==> src/rtl/frame_tx_packer.sv <==
// Output framer: 4-byte H/W header then H*W pixel bytes from a small FIFO, paced on tx_done.
// Optional XOR trailer byte when FRAME_CHECKSUM_EN is defined.
module frame_tx_packer #(
  parameter int FIFO_AW = 4
) (
  input  logic               clk,
  input  logic               reset,
  input  logic               start,
  input  logic [15:0]        H,
  input  logic [15:0]        W,
  input  logic [7:0]         pix_data,
  input  logic               pix_valid,
  output logic [7:0]         tx_data,
  output logic               tx_valid,
  input  logic               tx_done,
  output logic               busy,
  output logic               frame_done,
  output logic               overflow,
  output logic [FIFO_AW:0]   fifo_level
);
  localparam int unsigned DEPTH = 2**FIFO_AW;
  localparam logic [FIFO_AW:0] LVL_FULL = (FIFO_AW+1)'(DEPTH);

  typedef enum logic [2:0] {
    IDLE, HDR_SEND, HDR_WAIT, PIX_POP, PIX_WAIT,
`ifdef FRAME_CHECKSUM_EN
    CHK_SEND, CHK_WAIT,
`endif
    DONE
  } state_e;

`ifdef FRAME_CHECKSUM_EN
  localparam state_e BODY_END = CHK_SEND;
`else
  localparam state_e BODY_END = DONE;
`endif

  state_e               state_q, state_d;
  logic [15:0]          h_q, h_d, w_q, w_d;
  logic [31:0]          total_q, total_d, pix_cnt_q, pix_cnt_d, acc_cnt_q, acc_cnt_d;
  logic [1:0]           hdr_idx_q, hdr_idx_d;
  logic [7:0]           tx_data_q, tx_data_d;
  logic                 tx_valid_q, tx_valid_d, busy_q, busy_d;
  logic                 frame_done_q, frame_done_d, overflow_q, overflow_d;
  logic [FIFO_AW-1:0]   wr_ptr_q, wr_ptr_d, rd_ptr_q, rd_ptr_d;
  logic [FIFO_AW:0]     level_q, level_d;
  logic [7:0]           mem_q [DEPTH];
  logic [7:0]           hdr_byte;
  logic                 pop, push_req, push_ok, accept;
`ifdef FRAME_CHECKSUM_EN
  logic [7:0]           chk_q, chk_d;
`endif

  always_comb begin
    hdr_byte = 8'd0;
    case (hdr_idx_q)
      2'd0: hdr_byte = h_q[15:8];
      2'd1: hdr_byte = h_q[7:0];
      2'd2: hdr_byte = w_q[15:8];
      default: hdr_byte = w_q[7:0];
    endcase
  end

  always_comb begin
    state_d      = state_q;
    h_d          = h_q;
    w_d          = w_q;
    total_d      = total_q;
    pix_cnt_d    = pix_cnt_q;
    acc_cnt_d    = acc_cnt_q;
    hdr_idx_d    = hdr_idx_q;
    tx_data_d    = tx_data_q;
    tx_valid_d   = 1'b0;
    busy_d       = busy_q;
    frame_done_d = 1'b0;
    overflow_d   = overflow_q;
    wr_ptr_d     = wr_ptr_q;
    rd_ptr_d     = rd_ptr_q;
    level_d      = level_q;
    pop          = 1'b0;
    push_req     = 1'b0;
    push_ok      = 1'b0;
    accept       = 1'b0;
`ifdef FRAME_CHECKSUM_EN
    chk_d        = chk_q;
`endif

    case (state_q)
      IDLE, DONE: begin
        state_d = IDLE;
        if (start) begin
          accept     = 1'b1;
          h_d        = H;
          w_d        = W;
          total_d    = {16'd0, H} * {16'd0, W};
          pix_cnt_d  = '0;
          acc_cnt_d  = '0;
          hdr_idx_d  = '0;
          overflow_d = 1'b0;
          busy_d     = 1'b1;
          state_d    = HDR_SEND;
        end
      end
      HDR_SEND: begin
        tx_data_d  = hdr_byte;
        tx_valid_d = 1'b1;
        state_d    = HDR_WAIT;
      end
      HDR_WAIT: if (tx_done) begin
        if (hdr_idx_q == 2'd3) state_d = (total_q == '0) ? BODY_END : PIX_POP;
        else begin
          hdr_idx_d = hdr_idx_q + 2'd1;
          state_d   = HDR_SEND;
        end
      end
      // Stalls indefinitely if pixels were lost; reset is the only way out.
      PIX_POP: if (level_q != '0) begin
        pop        = 1'b1;
        tx_data_d  = mem_q[rd_ptr_q];
        tx_valid_d = 1'b1;
        state_d    = PIX_WAIT;
      end
      PIX_WAIT: if (tx_done) begin
        pix_cnt_d = pix_cnt_q + 32'd1;
        state_d   = (pix_cnt_d == total_q) ? BODY_END : PIX_POP;
      end
`ifdef FRAME_CHECKSUM_EN
      CHK_SEND: begin
        tx_data_d  = chk_q;
        tx_valid_d = 1'b1;
        state_d    = CHK_WAIT;
      end
      CHK_WAIT: if (tx_done) state_d = DONE;
`endif
      default: state_d = IDLE;
    endcase

    if (state_d == DONE && state_q != DONE) begin
      frame_done_d = 1'b1;
      busy_d       = 1'b0;
    end

`ifdef FRAME_CHECKSUM_EN
    if (accept) chk_d = 8'd0;
    else if (tx_valid_d && state_q != CHK_SEND) chk_d = chk_q ^ tx_data_d;
`endif

    // acc_cnt counts attempts, so a dropped pixel still uses up its slot.
    push_req = pix_valid && busy_q && (acc_cnt_q < total_q);
    push_ok  = push_req && ((level_q != LVL_FULL) || pop);
    if (push_req) acc_cnt_d = acc_cnt_q + 32'd1;
    if (push_req && !push_ok) overflow_d = 1'b1;
    if (push_ok) wr_ptr_d = wr_ptr_q + FIFO_AW'(1);
    if (pop)     rd_ptr_d = rd_ptr_q + FIFO_AW'(1);
    case ({push_ok, pop})
      2'b10:   level_d = level_q + (FIFO_AW+1)'(1);
      2'b01:   level_d = level_q - (FIFO_AW+1)'(1);
      default: level_d = level_q;
    endcase
  end

  always_ff @(posedge clk or negedge reset) begin
    if (!reset) begin
      state_q      <= IDLE;
      h_q          <= '0;
      w_q          <= '0;
      total_q      <= '0;
      pix_cnt_q    <= '0;
      acc_cnt_q    <= '0;
      hdr_idx_q    <= '0;
      tx_data_q    <= '0;
      tx_valid_q   <= 1'b0;
      busy_q       <= 1'b0;
      frame_done_q <= 1'b0;
      overflow_q   <= 1'b0;
      wr_ptr_q     <= '0;
      rd_ptr_q     <= '0;
      level_q      <= '0;
`ifdef FRAME_CHECKSUM_EN
      chk_q        <= '0;
`endif
    end else begin
      state_q      <= state_d;
      h_q          <= h_d;
      w_q          <= w_d;
      total_q      <= total_d;
      pix_cnt_q    <= pix_cnt_d;
      acc_cnt_q    <= acc_cnt_d;
      hdr_idx_q    <= hdr_idx_d;
      tx_data_q    <= tx_data_d;
      tx_valid_q   <= tx_valid_d;
      busy_q       <= busy_d;
      frame_done_q <= frame_done_d;
      overflow_q   <= overflow_d;
      wr_ptr_q     <= wr_ptr_d;
      rd_ptr_q     <= rd_ptr_d;
      level_q      <= level_d;
`ifdef FRAME_CHECKSUM_EN
      chk_q        <= chk_d;
`endif
    end
  end

  always_ff @(posedge clk) begin
    if (push_ok) mem_q[wr_ptr_q] <= pix_data;
  end

  assign tx_data    = tx_data_q;
  assign tx_valid   = tx_valid_q;
  assign busy       = busy_q;
  assign frame_done = frame_done_q;
  assign overflow   = overflow_q;
  assign fifo_level = level_q;
endmodule

==> config.mk <==
export PLATFORM = sky130hd
export DESIGN_NAME = frame_tx_packer
export DESIGN_NICKNAME = d
export VERILOG_FILES = /design/src/rtl/frame_tx_packer.sv
export SDC_FILE = /design/constraint.sdc
export NUM_CORES = 1
export LEC_CHECK = 0
export CAP_MARGIN = 10
export CORE_AREA = 4 4 186 188
export DETAILED_ROUTE_END_ITERATION = 10
export DIE_AREA = 0 0 190 192
export PLACE_DENSITY = 0.89
export SLEW_MARGIN = 20
export SYNTH_ARGS = -nofsm -noshare
export SYNTH_HDL_FRONTEND = slang
export SYNTH_SLANG_ARGS = --single-unit
==> constraint.sdc <==
create_clock -name clk -period 8.77 [get_ports clk]
set_input_delay 1.754 -clock clk [delete_from_list [all_inputs] [get_ports clk]]
set_output_delay 1.754 -clock clk [all_outputs]
set_load 0.02 [all_outputs]
-- After elaboration in Yosys (flattened, before gate mapping)
Memory sizes are Yosys's and may differ from the RTL's.
Cells that the tools add are included.
- add/sub/neg operators: 7
- reduce and logical (&&, ||, !) cells: 29
- order comparisons: 1
- multipliers: 1
- multiplexer cells: 33
- equal/unequal tests: 19
- operator list (operator ; number):
    $mux 32 ; 4
    $add 32x1->32 const B ; 2
    $pmux 32 s2 ; 1
    $eq 32x32->1 ; 1
    $logic_not 32->1 ; 1
    $lt 32x32->1 ; 1
    $mul 16x16->32 ; 1
    $pmux 8 s3 ; 1
    $reduce_bool 2->1 ; 10
    $mux 3 ; 6
    $pmux 8 s2 ; 1
    $pmux 3 s5 ; 1
    $mux 1 ; 12
    $ne 2x2->1 const B ; 5
    $pmux 5 s2 ; 1
    $reduce_and 2->1 ; 5
    $eq 3x3->1 const B ; 3
    $add 4x1->4 const B ; 2
    $mux 8 ; 1
    $eq 2x2->1 const B ; 3
    $eq 3x2->1 const B ; 2
    $mux 2 ; 3
    $add 5x1->5 const B ; 1
    $logic_and 1x1->1 ; 5
    other kinds (16) ; 17
- register bits: 158
- memories: 1
- RAM bits: 128
- memories (memory ; words ; width ; read ports ; clocked after Yosys merged registers in ; wr ports ; line ; source):
    mem_q ; 16 ; 8 ; 1 ; 0 ; 1 ; 47 ; logic [7:0] mem_q [DEPTH];

-- Longest topological paths before layout
- depth in word-level cells: 9
- depth in mapped cells: 24
- gate-level depth less buffers: 23

-- Worst setup path before layout
OpenSTA, ideal clock, no wires.
- path kind: input-to-reg
- from: input H[6]
- to: register total_q[31]
- stages on the path: 21
- slack: 1.236 ns
- buffers on the path: 2
- data arrival time: 7.439 ns
- library setup time: 0.095 ns
- cell sequence: clkbuf_1 > clkbuf_1 > nand2_1 > fa_1 > inv_1 > fa_1 > ha_1 > inv_1 > fa_1 > fa_1 > inv_1 > fa_1 > ha_1 > or3_1 > o31ai_1 > nor4_1 > a2111oi_2 > o22ai_1 > o211ai_1 > a21oi_1 > o31ai_1
- cells in the longest elaborated chain, start to end: 1
- RTL lines (what ; line ; source):
    start, declared ; 9 ; input logic [15:0] H,
    $mul 16x16->32 ; 95 ; total_d = {16'd0, H} * {16'd0, W};
    end signal, assigned ; 186 ; total_q <= total_d;
    end, declared ; 40 ; logic [31:0] total_q, total_d, pix_cnt_q, pix_cnt_d, acc_cnt_q, acc_cnt_d;
No other way between the ends.
A chain may end at the register's enable or synchronous reset.

-- Worst setup path in the final report
- from: input W[4]
- to: register total_q[26]
- cells in the longest elaborated chain, start to end: 1
- RTL lines (what ; line ; source):
    start, declared ; 10 ; input logic [15:0] W,
    $mul 16x16->32 ; 95 ;
No other way between the ends.

==> impl_metrics.toml <==
[floorplanning]
fp.dieH_um = 192
design.die.area_um2 = 36480
placementRows = 67
dieWidth_um = 190
initial_utilization_pct = 68.15
core_area_um2 = 33110
top_level_ports = 62

[yosys]
synth_edf_count = 128
ys_ff_latch = 286
syn-num-nets = 2635
ys_types = 70
seq_area_frac_synth_pct = 34.55
synth_cells = 2245
ys_top_cells_by_count = "nand2_1 (342), inv_1 (289), fa_1 (195)"
synth_ff_type = "dfrtp_1"
yosysTopAreaCellShare_pct = 17.52
synthArstFlopShare_pct = 55.24
syn_avg_cell_area_um2 = 10.05
yosysWarnings = 0
yosysMostFrequentCell = "nand2_1"
synth_area_um2 = 22570
yosys.area.top_type = "dfrtp_1"
netlist_top_cells_area = "dfrtp_1 (18%), fa_1 (17%), edfxtp_1 (17%)"

[sta]
min_period_over_period_pct = 91.70
hold_viol = 0
fin_setup_tns_ns = 0
worst_pin_slew_ns = 0.9929
rsz0062_at_grt = "false"
setup_viol = 0
slew_violations = 0
max_freq_mhz = 124.3
min_period_ns = 8.042
finClkSkew_ns = 0.05329
slew_headroom_pct = 33.81

[global_routing]
use_met1_pct = 42.42
grt_max_degree = 90
grt_first_pass_wirelength_mm = 96.27
grtUsageMet2_pct = 55.72
met3_usage_pct = 5.980
grtUsageTotal_pct = 33.30
antenna_found_initial = 3
busiest_layer = "met2"
grt_pass1_vias = 18000
gr-total-overflow = 0

[route]
first_pass_iters = 8
routed_wl_mm = 60.12
routed_via_density = 6.426
num_vias = 17570
drc = 0
wl_per_cell_um = 21.99
drtAntennaViolNets = 0
drtIter0Drc = 2144

[power]
p_leak_nw = 11.08
p_comb_share_pct = 61.8
power_frac_clock_pct = 15.7
peakVddDrop_v = 0.0004769
swShare_pct = 45.99
p_int_mw = 4.923
p_per_area_nw_per_um2 = 369.4
seqPwrFrac_pct = 22.6
p_sw_mw = 4.193

[worst_setup_path]
max_stage_delay_ns = 0.90
worstSetupPathType = "in2reg"
crit_fanout = 17
crit_arrival_ns = 8.44
cp_common_cell = "fa_1"
critPathLaunchType = "input port"
critPathCaptureType = "register"
path_buf_inv = 5
crit_path_top_delay_cell = "clkdlybuf4s50_1"
cp.required_ns = 9.17
crit_family = "adder cells"
path_cells = "clkdlybuf4s50_1, and2_1, fa_1, inv_1, fa_1, inv_1, fa_1, fa_1, fa_1, inv_1, fa_1, inv_1, ha_1, and3_1, nand2_1, nor3b_1, a21oi_1, a21boi_0, a21oi_1, o21ai_0, xnor2_1, o21ai_0"

[clocking]
cts_buffers = 30
ctsHoldBuffers = 0
cts_setup_buffers = 0
clock_latency_ns = 0.60
clkTransAtPathRegs_ns = 0.07
cts_buffer_depth = 3
cts_tree = "done"
cts_num_sinks = 286
cts_max_level = 1
post_cts_resized = 0
root_buffer = "clkbuf_16"

[place]
place.gp.congestion = 0.9312
hpwl_mm = 42.09
port_buffers = 61

[job]
cap_violations = 0

[hold_path]
hold_class = "reg2reg"

[layout]
finalNetCount = 2649
final_core_util_pct = 74.52
area_growth_pct = 9.347
drive_above_1_share_pct = 6.001

[status]
status = "finished, final reports clean"
[worst paths after layout]
kind,startpoint,end,slack (ns),depth (start not counted)
max,W[4],total_q[26],0.73,22
max in group asynchronous,reset,h_q[15],6.11,2
min in group asynchronous,reset,busy,1.26,1
min,w_q[6],w_q[6],0.48,2
max reg2reg,total_q[13],fifo_level[4],4.52,17
min reg2reg,w_q[6],w_q[6],0.48,2
[sequential cells by signal (all words and copies together), names as in the netlist]
register,count
mem_q,128
acc_cnt_q,32
pix_cnt_q,32
total_q,32
h_q,16
w_q,16
tx_data,8
fifo_level,5
rd_ptr_q,4
wr_ptr_q,4
state_q,3
hdr_idx_q,2
busy,1
frame_done,1
overflow,1
tx_valid,1
[stage by stage]
stage	std cells	setup WS (ns)	hold WS, ns	cell area [um2]	power, mW
2_1_floorplan	2245	1.236	0.4403	22570	6.044
4_1_cts	2731	0.8918	0.4833	24670	9.053
3_5_place_dp	2675	0.3113	0.4672	23540	7.513
3_3_place_gp	2675	0.4805	0.4595	23540	7.240
5_1_grt	2733	0.4824	0.5060	24670	9.866
6_report	2734	0.7278	0.4819	24680	9.116
[tightest hold or removal path, delay by kind of cell (launching register included)]
family	cells	cell delay, ns
and+or+nand+nor	2	0.11
DFF	1	0.34
[layout make-up]
cell class / count / area, um2
multi-input cells: 1564 / 13280
fillers: 2091 / 8436
flip-flops and latches: 286 / 7799
inverters: 289 / 1085
clock buffers: 42 / 875.8
repair buffers: 88 / 814.5
well taps: 448 / 560.5
clock inverters: 14 / 254.0
diodes: 3 / 7.507
[logic make-up (layout without fill, tap and decap cells)]
family	after synthesis	in the layout	synth area share [%]
compound gates	346	346	9.686
xor+xnor	82	82	3.182
fa+ha+maj	345	345	25.61
buf+inv	395	433	6.647
flops	286	286	34.55
mux	45	45	4.219
other cells	0	3	0
simple gates	746	746	16.10
[power groups by stage]
stage / logic, mW / clock network [mW] / registers [mW]
3_5_place_dp: 5.46 / 0 / 2.05
2_1_floorplan: 4.12 / 0 / 1.92
4_1_cts: 5.57 / 1.44 / 2.04
6_report: 5.63 / 1.43 / 2.06
5_1_grt: 6.28 / 1.51 / 2.07
3_3_place_gp: 5.21 / 0 / 2.03
[layout by cell type, fill, tap and decap left out, types with 7 or more instances in the layout]
master and instances:
nand2_1 342, nand3_1 44, a222oi_1 8, a21oi_1 69, nand4_1 19, mux4_2 40, fa_1 195, nor2_1 91
inv_1 289, clkdlybuf4s50_1 60, edfxtp_1 128, nor4_1 18, a21o_1 10, dfrtp_1 157, xnor2_1 54, and3_1 29
xor2_1 28, nor3_1 9, clkbuf_16 30, buf_4 27, nor2b_1 13, nand2b_1 15, and2_1 130, or3_1 7
o21bai_1 7, a211oi_1 7, o31ai_1 31, a31oi_1 22, ha_1 150, o211a_1 9, o21ai_0 131, clkbuf_8 8
[layer usage]
layer / wire length (um) / vias up
li1: - / 7562
met1: 21400 / 8664
met2: 29250 / 1053
met3: 5704 / 291
met4: 3761 / 0
met5: 0 / -
Note: power is estimated with default switching activity, not from simulation.
